--- config.mk ---
export PLATFORM = sky130hd
export DESIGN_NAME = reg_file_access_master_flat
export DESIGN_NICKNAME = d
export VERILOG_FILES = /design/src/rtl/reg_file_pkg.sv /design/src/rtl/ifc_reg_file_direct_access.sv /design/src/rtl/reg_file_access_master.sv /design/src/flat_wrapper.sv
export SDC_FILE = /design/constraint.sdc
export NUM_CORES = 1
export LEC_CHECK = 0
export CAP_MARGIN = 20
export CORE_AREA = 4 4 435 437
export DETAILED_ROUTE_END_ITERATION = 10
export DIE_AREA = 0 0 439 441
export PLACE_DENSITY = 0.3
export SKIP_LAST_GASP = 1
export SYNTH_ARGS = -nofsm -noshare
export SYNTH_HDL_FRONTEND = slang
export SYNTH_SLANG_ARGS = --single-unit
--- constraint.sdc ---
create_clock -name clk -period 3.7 [get_ports clk]
set_input_delay 0.74 -clock clk [delete_from_list [all_inputs] [get_ports clk]]
set_output_delay 0.74 -clock clk [all_outputs]
set_load 0.05 [all_outputs]
--- src/rtl/reg_file_pkg.sv ---
// -----------------------------------------------------------------------------
// reg_file_pkg
// Purpose : Shared types for register-file access masters.
// Contents: rf_status_t -- response status returned with every command.
//   OKAY       : command completed (read data valid / write verified)
//   RETRY_FAIL : write readback never matched after all re-attempts
//   ADDR_ERR   : register index outside the implemented register range
// -----------------------------------------------------------------------------
package reg_file_pkg;

    typedef enum logic [1:0] {
        OKAY       = 2'd0,
        RETRY_FAIL = 2'd1,
        ADDR_ERR   = 2'd2
    } rf_status_t;

endpackage : reg_file_pkg

--- src/rtl/ifc_reg_file_direct_access.sv ---
// -----------------------------------------------------------------------------
// ifc_reg_file_direct_access
// Purpose : Direct per-register access port into a shared register file.
//   write_req  [NUM_REGISTERS]        : one write strobe per register
//   write_data [NUM_REGISTERS][W]     : write data per register
//   read_data  [NUM_REGISTERS][W]     : current contents of every register
// Modports: master drives the write side and samples read_data;
//           slave (the register file) does the opposite.
// -----------------------------------------------------------------------------
interface ifc_reg_file_direct_access #(
    parameter int REGISTER_WIDTH = 32,
    parameter int NUM_REGISTERS  = 16
);

    logic [NUM_REGISTERS-1:0]  write_req;
    logic [REGISTER_WIDTH-1:0] write_data [NUM_REGISTERS];
    logic [REGISTER_WIDTH-1:0] read_data  [NUM_REGISTERS];

    modport master (
        output write_req,
        output write_data,
        input  read_data
    );

    modport slave (
        input  write_req,
        input  write_data,
        output read_data
    );

endinterface : ifc_reg_file_direct_access

--- src/rtl/reg_file_access_master.sv ---
// -----------------------------------------------------------------------------
// reg_file_access_master
// Purpose : Turns single read/write commands into direct register-file
//           accesses. Writes are verified by reading the register back one
//           cycle after the strobe and re-issued (up to MAX_RETRIES times) when
//           another master won the arbitration for that register.
// Ports   :
//   clk, rst                 : clock, asynchronous active-high reset
//   req_valid/req_ready      : command handshake
//   req_write, req_addr,
//   req_wdata                : command (1 = write), register index, write data
//   rsp_valid/rsp_ready      : response handshake
//   rsp_rdata, rsp_status    : read data (or write readback), rf_status_t
//   if_reg_file              : master side of the register-file access port
// -----------------------------------------------------------------------------
module reg_file_access_master
    import reg_file_pkg::*;
#(
    parameter int REGISTER_WIDTH = 32,
    parameter int NUM_REGISTERS  = 16,
    parameter int MAX_RETRIES    = 3,
    localparam int ADDR_WIDTH    = (NUM_REGISTERS > 1) ? $clog2(NUM_REGISTERS) : 1
) (
    input  logic                      clk,
    input  logic                      rst,
    input  logic                      req_valid,
    output logic                      req_ready,
    input  logic                      req_write,
    input  logic [ADDR_WIDTH-1:0]     req_addr,
    input  logic [REGISTER_WIDTH-1:0] req_wdata,
    output logic                      rsp_valid,
    input  logic                      rsp_ready,
    output logic [REGISTER_WIDTH-1:0] rsp_rdata,
    output rf_status_t                rsp_status,
    ifc_reg_file_direct_access.master if_reg_file
);

    // A zero-retry build still needs a 1-bit counter to keep the logic legal.
    localparam int CNT_W = (MAX_RETRIES > 0) ? $clog2(MAX_RETRIES + 1) : 1;

    typedef enum logic [1:0] {
        IDLE,
        WRITE,
        CHECK,
        RESP
    } state_t;

    state_t                    state_q,  state_d;
    logic [ADDR_WIDTH-1:0]     addr_q,   addr_d;
    logic [REGISTER_WIDTH-1:0] wdata_q,  wdata_d;
    logic [CNT_W-1:0]          cnt_q,    cnt_d;
    logic [REGISTER_WIDTH-1:0] rdata_q,  rdata_d;
    rf_status_t                status_q, status_d;

    logic                      addr_ok;
    logic                      retry_left;
    logic [REGISTER_WIDTH-1:0] rd_req;   // read_data at the incoming address
    logic [REGISTER_WIDTH-1:0] rd_cap;   // read_data at the captured address

    // Only non-power-of-two register counts can produce an out-of-range index.
    assign addr_ok    = (32'(req_addr) < NUM_REGISTERS);
    assign retry_left = (32'(cnt_q) < MAX_RETRIES);

    // Mux by compare rather than direct indexing so an illegal address never
    // indexes past the end of read_data.
    always_comb begin
        rd_req = '0;
        rd_cap = '0;
        for (int i = 0; i < NUM_REGISTERS; i++) begin
            if (ADDR_WIDTH'(i) == req_addr) rd_req = if_reg_file.read_data[i];
            if (ADDR_WIDTH'(i) == addr_q)   rd_cap = if_reg_file.read_data[i];
        end
    end

    // Write strobe decoded purely from the state register so that an
    // asynchronous reset removes it immediately.
    always_comb begin
        if_reg_file.write_req = '0;
        for (int i = 0; i < NUM_REGISTERS; i++) begin
            if_reg_file.write_data[i] = wdata_q;
            if ((state_q == WRITE) && (ADDR_WIDTH'(i) == addr_q)) begin
                if_reg_file.write_req[i] = 1'b1;
            end
        end
    end

    always_comb begin
        state_d  = state_q;
        addr_d   = addr_q;
        wdata_d  = wdata_q;
        cnt_d    = cnt_q;
        rdata_d  = rdata_q;
        status_d = status_q;

        unique case (state_q)
            IDLE: begin
                if (req_valid) begin
                    addr_d  = req_addr;
                    wdata_d = req_wdata;
                    cnt_d   = '0;
                    if (!addr_ok) begin
                        state_d  = RESP;
                        rdata_d  = '0;
                        status_d = ADDR_ERR;
                    end else if (req_write) begin
                        state_d = WRITE;
                    end else begin
                        // Read completes on the sample taken at acceptance.
                        state_d  = RESP;
                        rdata_d  = rd_req;
                        status_d = OKAY;
                    end
                end
            end

            WRITE: begin
                state_d = CHECK;
            end

            CHECK: begin
                rdata_d = rd_cap;
                if (rd_cap == wdata_q) begin
                    state_d  = RESP;
                    status_d = OKAY;
                end else if (retry_left) begin
                    state_d = WRITE;
                    cnt_d   = cnt_q + CNT_W'(1);
                end else begin
                    state_d  = RESP;
                    status_d = RETRY_FAIL;
                end
            end

            RESP: begin
                if (rsp_ready) state_d = IDLE;
            end

            default: state_d = IDLE;
        endcase
    end

    always_ff @(posedge clk or posedge rst) begin
        if (rst) begin
            state_q  <= IDLE;
            addr_q   <= '0;
            wdata_q  <= '0;
            cnt_q    <= '0;
            rdata_q  <= '0;
            status_q <= OKAY;
        end else begin
            state_q  <= state_d;
            addr_q   <= addr_d;
            wdata_q  <= wdata_d;
            cnt_q    <= cnt_d;
            rdata_q  <= rdata_d;
            status_q <= status_d;
        end
    end

    assign req_ready  = (state_q == IDLE);
    assign rsp_valid  = (state_q == RESP);
    assign rsp_rdata  = rdata_q;
    assign rsp_status = status_q;

endmodule : reg_file_access_master

--- src/flat_wrapper.sv ---
// flat-port wrapper written by rule: the top's interface ports become plain ports
module reg_file_access_master_flat import reg_file_pkg::*;
#(
    parameter int REGISTER_WIDTH = 32,
    parameter int NUM_REGISTERS  = 16,
    parameter int MAX_RETRIES    = 3,
    localparam int ADDR_WIDTH    = (NUM_REGISTERS > 1) ? $clog2(NUM_REGISTERS) : 1
)
  (clk, rst, req_valid, req_ready, req_write, req_addr, req_wdata, rsp_valid, rsp_ready, rsp_rdata, rsp_status, if_reg_file_write_req, if_reg_file_write_data, if_reg_file_read_data);
  ifc_reg_file_direct_access #(.REGISTER_WIDTH(REGISTER_WIDTH), .NUM_REGISTERS(NUM_REGISTERS)) if_reg_file_i ();
  input  logic clk;
  input  logic rst;
  input  logic req_valid;
  output logic req_ready;
  input  logic req_write;
  input  logic [ADDR_WIDTH-1:0] req_addr;
  input  logic [REGISTER_WIDTH-1:0] req_wdata;
  output logic rsp_valid;
  input  logic rsp_ready;
  output logic [REGISTER_WIDTH-1:0] rsp_rdata;
  output rf_status_t rsp_status;
  output wire logic [$bits(if_reg_file_i.write_req)-1:0] if_reg_file_write_req;
  output wire logic [$bits(if_reg_file_i.write_data)-1:0] if_reg_file_write_data;
  input wire logic [$bits(if_reg_file_i.read_data)-1:0] if_reg_file_read_data;
  assign if_reg_file_write_req = if_reg_file_i.write_req;
  assign if_reg_file_write_data = {>>{if_reg_file_i.write_data}};
  assign if_reg_file_i.read_data = {>>{if_reg_file_read_data}};
  reg_file_access_master #(.REGISTER_WIDTH(REGISTER_WIDTH), .NUM_REGISTERS(NUM_REGISTERS), .MAX_RETRIES(MAX_RETRIES)) u_core (.clk(clk), .rst(rst), .req_valid(req_valid), .req_ready(req_ready), .req_write(req_write), .req_addr(req_addr), .req_wdata(req_wdata), .rsp_valid(rsp_valid), .rsp_ready(rsp_ready), .rsp_rdata(rsp_rdata), .rsp_status(rsp_status), .if_reg_file(if_reg_file_i));
endmodule
==> metrics <==
Detailed Place HPWL=184000 µm; P per Cell Area=1130 mW/mm²; family with the most delay on the worst path=compound AO/OA/AOI/OAI gates; CP Max Fanout=6; root buf cell=clkbuf_16; Compound-Gate Fraction of Synth Area=31.7%; fin worst setup slack=-80.4 ps; io pins=1117; DRT Pass-1 Iters=8; vias in the first global route=24400; final non-filler cell total=5970; Synth Register Bits=73; CP Data Required Time=3990 ps; grt total ovfl=0; CP max stage cell=dfrtp_4; core area=0.185 mm²; Leak Pwr=12.6 nW; final hold violations=0; path type of the worst setup path=reg -> reg; XOR/XNOR Fraction of Synth Area=0.310%; # setup viols final=3; Via density=4.05; crit-path max cell delay=510 ps; clk slew on worst S/H paths=70 ps; placed cell count=5858; first-pass GRT wire length=263000 µm; nets=3979; Starting DRT DRC Count=1948; most common flop cell mapped by yosys=dfrtp_1; max_slew headroom=33.4%; die area=0.194 mm²; drt drc=0; Setup Skew=19.6 ps; layout cells sized above 1=26.9%; Post-Synth Simple-Gate Area=14.9%; Final Cycle Share=102%; hold buffer count at CTS=0; Worst Max-Slew Pin Slew=997 ps; syn_nets=2847; Synth Area per Inst=7.40 µm²; worst vdd ir=0.784 mV; fill count=21000; drt wl/cell=35.2 µm; post-synth cell types=92; CTS H-tree lvls=3; clock sink total=73; port buffer count=1115; status=finished with violations; Die H=441 µm; failing checks=negative setup slack; multiplexer area fraction after synthesis=14.9%; Initial Util=9.17%; achievable frequency=265 MHz; Worst-Skew Late Latency=410 ps; largest family of logic cells by synthesized area=compound AO/OA/AOI/OAI gates; CP arrival=4070 ps; Core Rows=158; die width=439 µm; Post-synth ARST share=100%; Bufs and invs on worst path=7; antenna violation net count after detailed routing=0; maxcap violations=0; min Tclk post-route=3780 ps; TritonCTS clock tree=built; post-synthesis adder-cell area fraction=0.0738%; Critical Path, Cell by Cell=buf_12 -> buf_8 -> and3b_2 -> buf_12 -> buf_12 -> buf_4 -> buf_4 -> a21oi_1 -> a2bb2oi_2 -> o31ai_4 -> a211oi_2 -> o211ai_1 -> nor4_4 -> buf_4 -> and4_4 -> nor3_4 -> mux2_4; initial antenna violation count=111; final wirelength=210000 µm; Min-Delay Path Class=reg -> reg; largest net degree at the start of global routing=46; GR Util All Layers=20.6%; Worst Setup Start Kind=register; Yosys Warn Count=0; synthesized instance count=2293; cell area after synthesis=0.0170 mm²; sequential share of the synthesized area=10.8%; via count=24200; Pwr Total=38.0 mW; setup_tns=-167 ps; Post-synth EDFFs=0; Slew Limit Fails=0; Synth-to-Final Area Change=99.3%; Setup crit end kind=register; Clock Path Buffers=2; placer congestion estimate=0.922; number of buffers created by CTS=9; RSZ-0062 raised after global routing=yes
## state kept, by name, indices dropped and copies added (netlist names)
signal / count
u_core.rsp_rdata: 32
u_core.wdata_q: 32
u_core.addr_q: 4
u_core.cnt_q: 2
u_core.state_q: 2
u_core.rsp_status: 1
## routing by layer
metal	global-route usage [%]	wire (µm)
met5	0	126
met4	12.4	13800
met3	3.33	10800
met2	37.8	109000
met1	22.1	76400
## report_power, final
part	switching (mW)	total, mW	internal (mW)
clock	0.506	0.963	0.457
combinational	22.8	34.9	12.2
sequential	0.965	2.16	1.20
total	24.2	38.0	13.8
## synthesized netlist by cell type, types with 27 or more instances
cell type / instances / area (µm²)
a211oi_1: 34 / 255
dfrtp_1: 73 / 1830
o21ai_0: 183 / 916
nand2b_1: 28 / 175
mux4_2: 27 / 608
nor3_1: 30 / 150
mux2i_1: 114 / 1140
mux2_2: 67 / 754
buf_4: 500 / 3750
a22oi_1: 49 / 368
nor2_1: 158 / 593
buf_2: 47 / 235
nand2_1: 151 / 567
o22ai_1: 66 / 413
a21oi_1: 162 / 811
clkbuf_1: 82 / 308
a221oi_1: 43 / 377
o221ai_1: 38 / 333
## timing repair
item,in CTS,in global routing
gates cloned,1,0
setup buffers,31,7
pin swaps,37,11
gates resized for setup,146,16
endpoints found under the setup margin,4,5
## worst paths after layout
kind / from / to / slack, ps / cells past startpoint
setup / recovery: u_core.addr_q[0] / u_core.cnt_q[1] / -80 / 17
hold / removal: u_core.rsp_rdata[31] / u_core.rsp_rdata[31] / 480 / 2
setup reg to reg: u_core.addr_q[0] / u_core.cnt_q[1] / -80 / 17
hold reg to reg: u_core.rsp_rdata[31] / u_core.rsp_rdata[31] / 480 / 2
max in group asynchronous: rst / u_core.wdata_q[21] / 2200 / 3
min in group asynchronous: rst / u_core.wdata_q[1] / 740 / 2
## worst register-to-register path, stage by stage, from the launching register on
cell and delay, ps:
dfrtp_4 510, buf_12 150, buf_8 130, and3b_2 210
buf_12 150, buf_12 130, buf_4 150, buf_4 130
a21oi_1 160, a2bb2oi_2 320, o31ai_4 160, a211oi_2 320
o211ai_1 170, nor4_4 210, buf_4 160, and4_4 240
nor3_4 60, mux2_4 310
## final cells by class
class                      instances  area, µm²  area share [%]
inverter                          28        116           0.344
sequential                        73       1840            5.43
tap                             2480       3100            9.18
clock inverter                     6       42.5           0.126
multi-input combinational       1532      11200            33.0
clock buffer                      10        229           0.677
timing repair buffer            1781      17200            50.8
antenna                           60        150           0.444
## through the flow
stage / hold WS (ps) / utilization (%) / cell area, µm² / setup slack [ps]
after floorplan: 449 / - / 17000 / 245
after global placement: 454 / 17.4 / 32300 / -859
after detailed placement: 467 / 17.4 / 32300 / -766
after CTS: 483 / 18.1 / 33500 / -8.11
after global routing: 511 / 18.2 / 33800 / -140
final: 480 / 18.3 / 33800 / -80.4
## cell families after synthesis
kind of cell	count (synthesis)
AOI/OAI and AO/OA	796
xor gates and xnor gates	6
adders and majority gates	1
buffers and inverters	688
DFF	73
muxes	210
other	1
and+or+nand+nor	518
## placed cells by master (no fill, tap or decap), drive strengths merged, types with 28 or more instances in the layout
cell type	synthesis	layout
a211oi	34	34
a21oi	164	164
a221oi	43	43
a22oi	49	49
buf	578	685
clkdlybuf4s50	0	1095
dfrtp	73	73
diode	0	60
inv	27	28
mux2	69	69
mux2i	114	114
nand2	151	151
nand2b	28	28
nor2	158	158
nor3	31	31
o21ai	183	183
o221ai	38	38
o22ai	66	66
(Power assumes the default switching activity.)
==> patch (same settings) <==
`MAX_RETRIES` is set to 3 in 2 places; all go to 6.
--- a/src/rtl/reg_file_access_master.sv
+++ b/src/rtl/reg_file_access_master.sv
@@ -18,7 +18,7 @@
 #(
     parameter int REGISTER_WIDTH = 32,
     parameter int NUM_REGISTERS  = 16,
-    parameter int MAX_RETRIES    = 3,
+    parameter int MAX_RETRIES    = 6,
     localparam int ADDR_WIDTH    = (NUM_REGISTERS > 1) ? $clog2(NUM_REGISTERS) : 1
 ) (
     input  logic                      clk,
--- a/src/flat_wrapper.sv
+++ b/src/flat_wrapper.sv
@@ -3,7 +3,7 @@
 #(
     parameter int REGISTER_WIDTH = 32,
     parameter int NUM_REGISTERS  = 16,
-    parameter int MAX_RETRIES    = 3,
+    parameter int MAX_RETRIES    = 6,
     localparam int ADDR_WIDTH    = (NUM_REGISTERS > 1) ? $clog2(NUM_REGISTERS) : 1
 )
   (clk, rst, req_valid, req_ready, req_write, req_addr, req_wdata, rsp_valid, rsp_ready, rsp_rdata, rsp_status, if_reg_file_write_req, if_reg_file_write_data, if_reg_file_read_data);
Formal check against the unedited RTL: same outputs for any inputs over 4 cycles, from zero or initial values and one cycle with rst high; that may be too few to reach the edited logic, so the function may still have changed.
==> patch against the original RTL <==
  * The flow still finishes with violations (setup timing)
  * First-iteration DRC count increased by 21%
  * Largest power group unchanged
  * Sequential power is 2% higher
  * Synthesized area decreased by 2.5%
  * Sequential cell count up 1
  * Synthesized cell count decreased by 1.7%
  * Non-clock buffer count up 17
  * Sequential share of layout area is 0.12 points higher
  * Highest routed layer unchanged
  * Final area is 0.68% lower
  * Die area is the same
  * Clock power rose by 20%
  * Setup slack got worse by 0.061 ns
  * Via count is 3.6% higher
  * Total power is 3.1% higher
  * Routed wire length increased by 5.3%
==> patch: results (changes against the original RTL) <==
[pwr]
ir_worst_vdd_mv=0.9226  ; was 0.7839 mV
p_leak_nw=12.51  ; was 12.65 nW

[clock_tree]
cts-resized-gates=158  ; was 146
post_cts_buffers=38  ; was 31
clk_pin_slew_ns=0.09  ; was 0.07 ns

[final_layout]
fill_cells=20970  ; was 21040
nNetsFinal=3959  ; was 3979
drive_gt1_share_pct=28.06  ; was 26.94%

[grt]
antenna_found_initial=139  ; was 111
grt_util_met3_pct=4.030  ; was 3.327%
use_met2_pct=38.10  ; was 37.85%
grt_pass1_vias=25260  ; was 24370
gr-usage-met1_pct=25.45  ; was 22.06%
grt_usage_pct=21.64  ; was 20.60%
grt_max_degree=44  ; was 46
grt_pass1_wl_microns=274300  ; was 262600 microns

[synth]
synth-xor-area-share_pct=0.3707  ; was 0.3098%
synthMuxAreaShare_pct=10.59  ; was 14.94%
synth_compound_area_share_pct=33.89  ; was 31.74%
synth_area_leaders=buf_4, dfrtp_1, o21ai_0, mux2i_1, a22oi_1  ; was buf_4, dfrtp_1, mux2i_1, o21ai_0, a21oi_1
syn_nets=2808  ; was 2847
syn_inst=2254  ; was 2293
synth_seq_area_share_pct=11.20  ; was 10.77%
synthTopCellsByCount=buf_4, o21ai_0, nand2_1  ; was buf_4, o21ai_0, a21oi_1
synth_adder_area_share_pct=0.07564  ; was 0.07377%
ys_types=93  ; was 92

[worst_setup_path]
arrival_ns=4.14  ; was 4.07 ns
path_delay_family=simple AND/OR/NAND/NOR gates  ; was compound AO/OA/AOI/OAI gates
critical-path-max-stage-delay_ns=0.59  ; was 0.51 ns

[outcome]
violations=setup timing  ; unchanged
status=complete, but fails checks  ; unchanged

[sta]
finalSetupTns_ns=-0.3404  ; was -0.1666 ns
setup_viol=4  ; was 3
hold_slack_ns=0.4873  ; was 0.4798 ns
skew_ns=0.03366  ; was 0.01965 ns
worst_pin_slew_ns=1.136  ; was 0.9966 ns
timing.final.ws_setup_ns=-0.1417  ; was -0.08042 ns

[drt]
drt-initial-drc-count=2357  ; was 1948
via_per_inst=4.214  ; was 4.054
wl_per_cell_microns=37.26  ; was 35.24 microns

[hold_path]
hold_depth=1  ; was 2
min_from=u_core.rsp_rdata[10]$_DFFE_PP0P_  ; was u_core.rsp_rdata[31]$_DFFE_PP0P_
whs_endpoint=u_core.rsp_rdata[10]$_DFFE_PP0P_  ; was u_core.rsp_rdata[31]$_DFFE_PP0P_

[placed_design]
place_hpwl_microns=190500  ; was 183500 microns
dp_cells=5826  ; was 5858
routabilityCongestion=0.9391  ; was 0.9218

==> patch: changes by cell type after synthesis, sizes merged, moves of 18 or more <==
cell	delta
a31oi	+18
nand3	+25
a222oi	+21
a211oi	-20
nor2	-29
a21oi	-32
a22oi	+46
mux2i	-38
==> patch: report_power, final <==
group	switching (mW)	internal, mW	leakage (nW)
Clock	0.562	0.601	0.162
Sequential	0.971	1.22	0.887
Combinational	23.5	12.4	11.5
Total	25.0	14.2	12.5
==> patch: area by class of cell <==
class	count	area, sq um	share of cell area [%]
Clock inverter	7	102.6	0.3056
Multi-Input combinational cell	1496	10850	32.33
Timing Repair Buffer	1798	17170	51.15
Sequential cell	74	1864	5.553
Inverter	26	106.4	0.3168
Clock buffer	9	225.2	0.6709
Tap cell	2480	3103	9.243
Antenna cell	58	145.1	0.4323
==> patch: routing by layer <==
layer  part of all wire [%]  vias to the layer above
li1                       -                    10390
met1                     39                    12650
met2                     50                     1601
met3                    6.4                      407
met4                    4.8                       18
met5                  0.048                        -
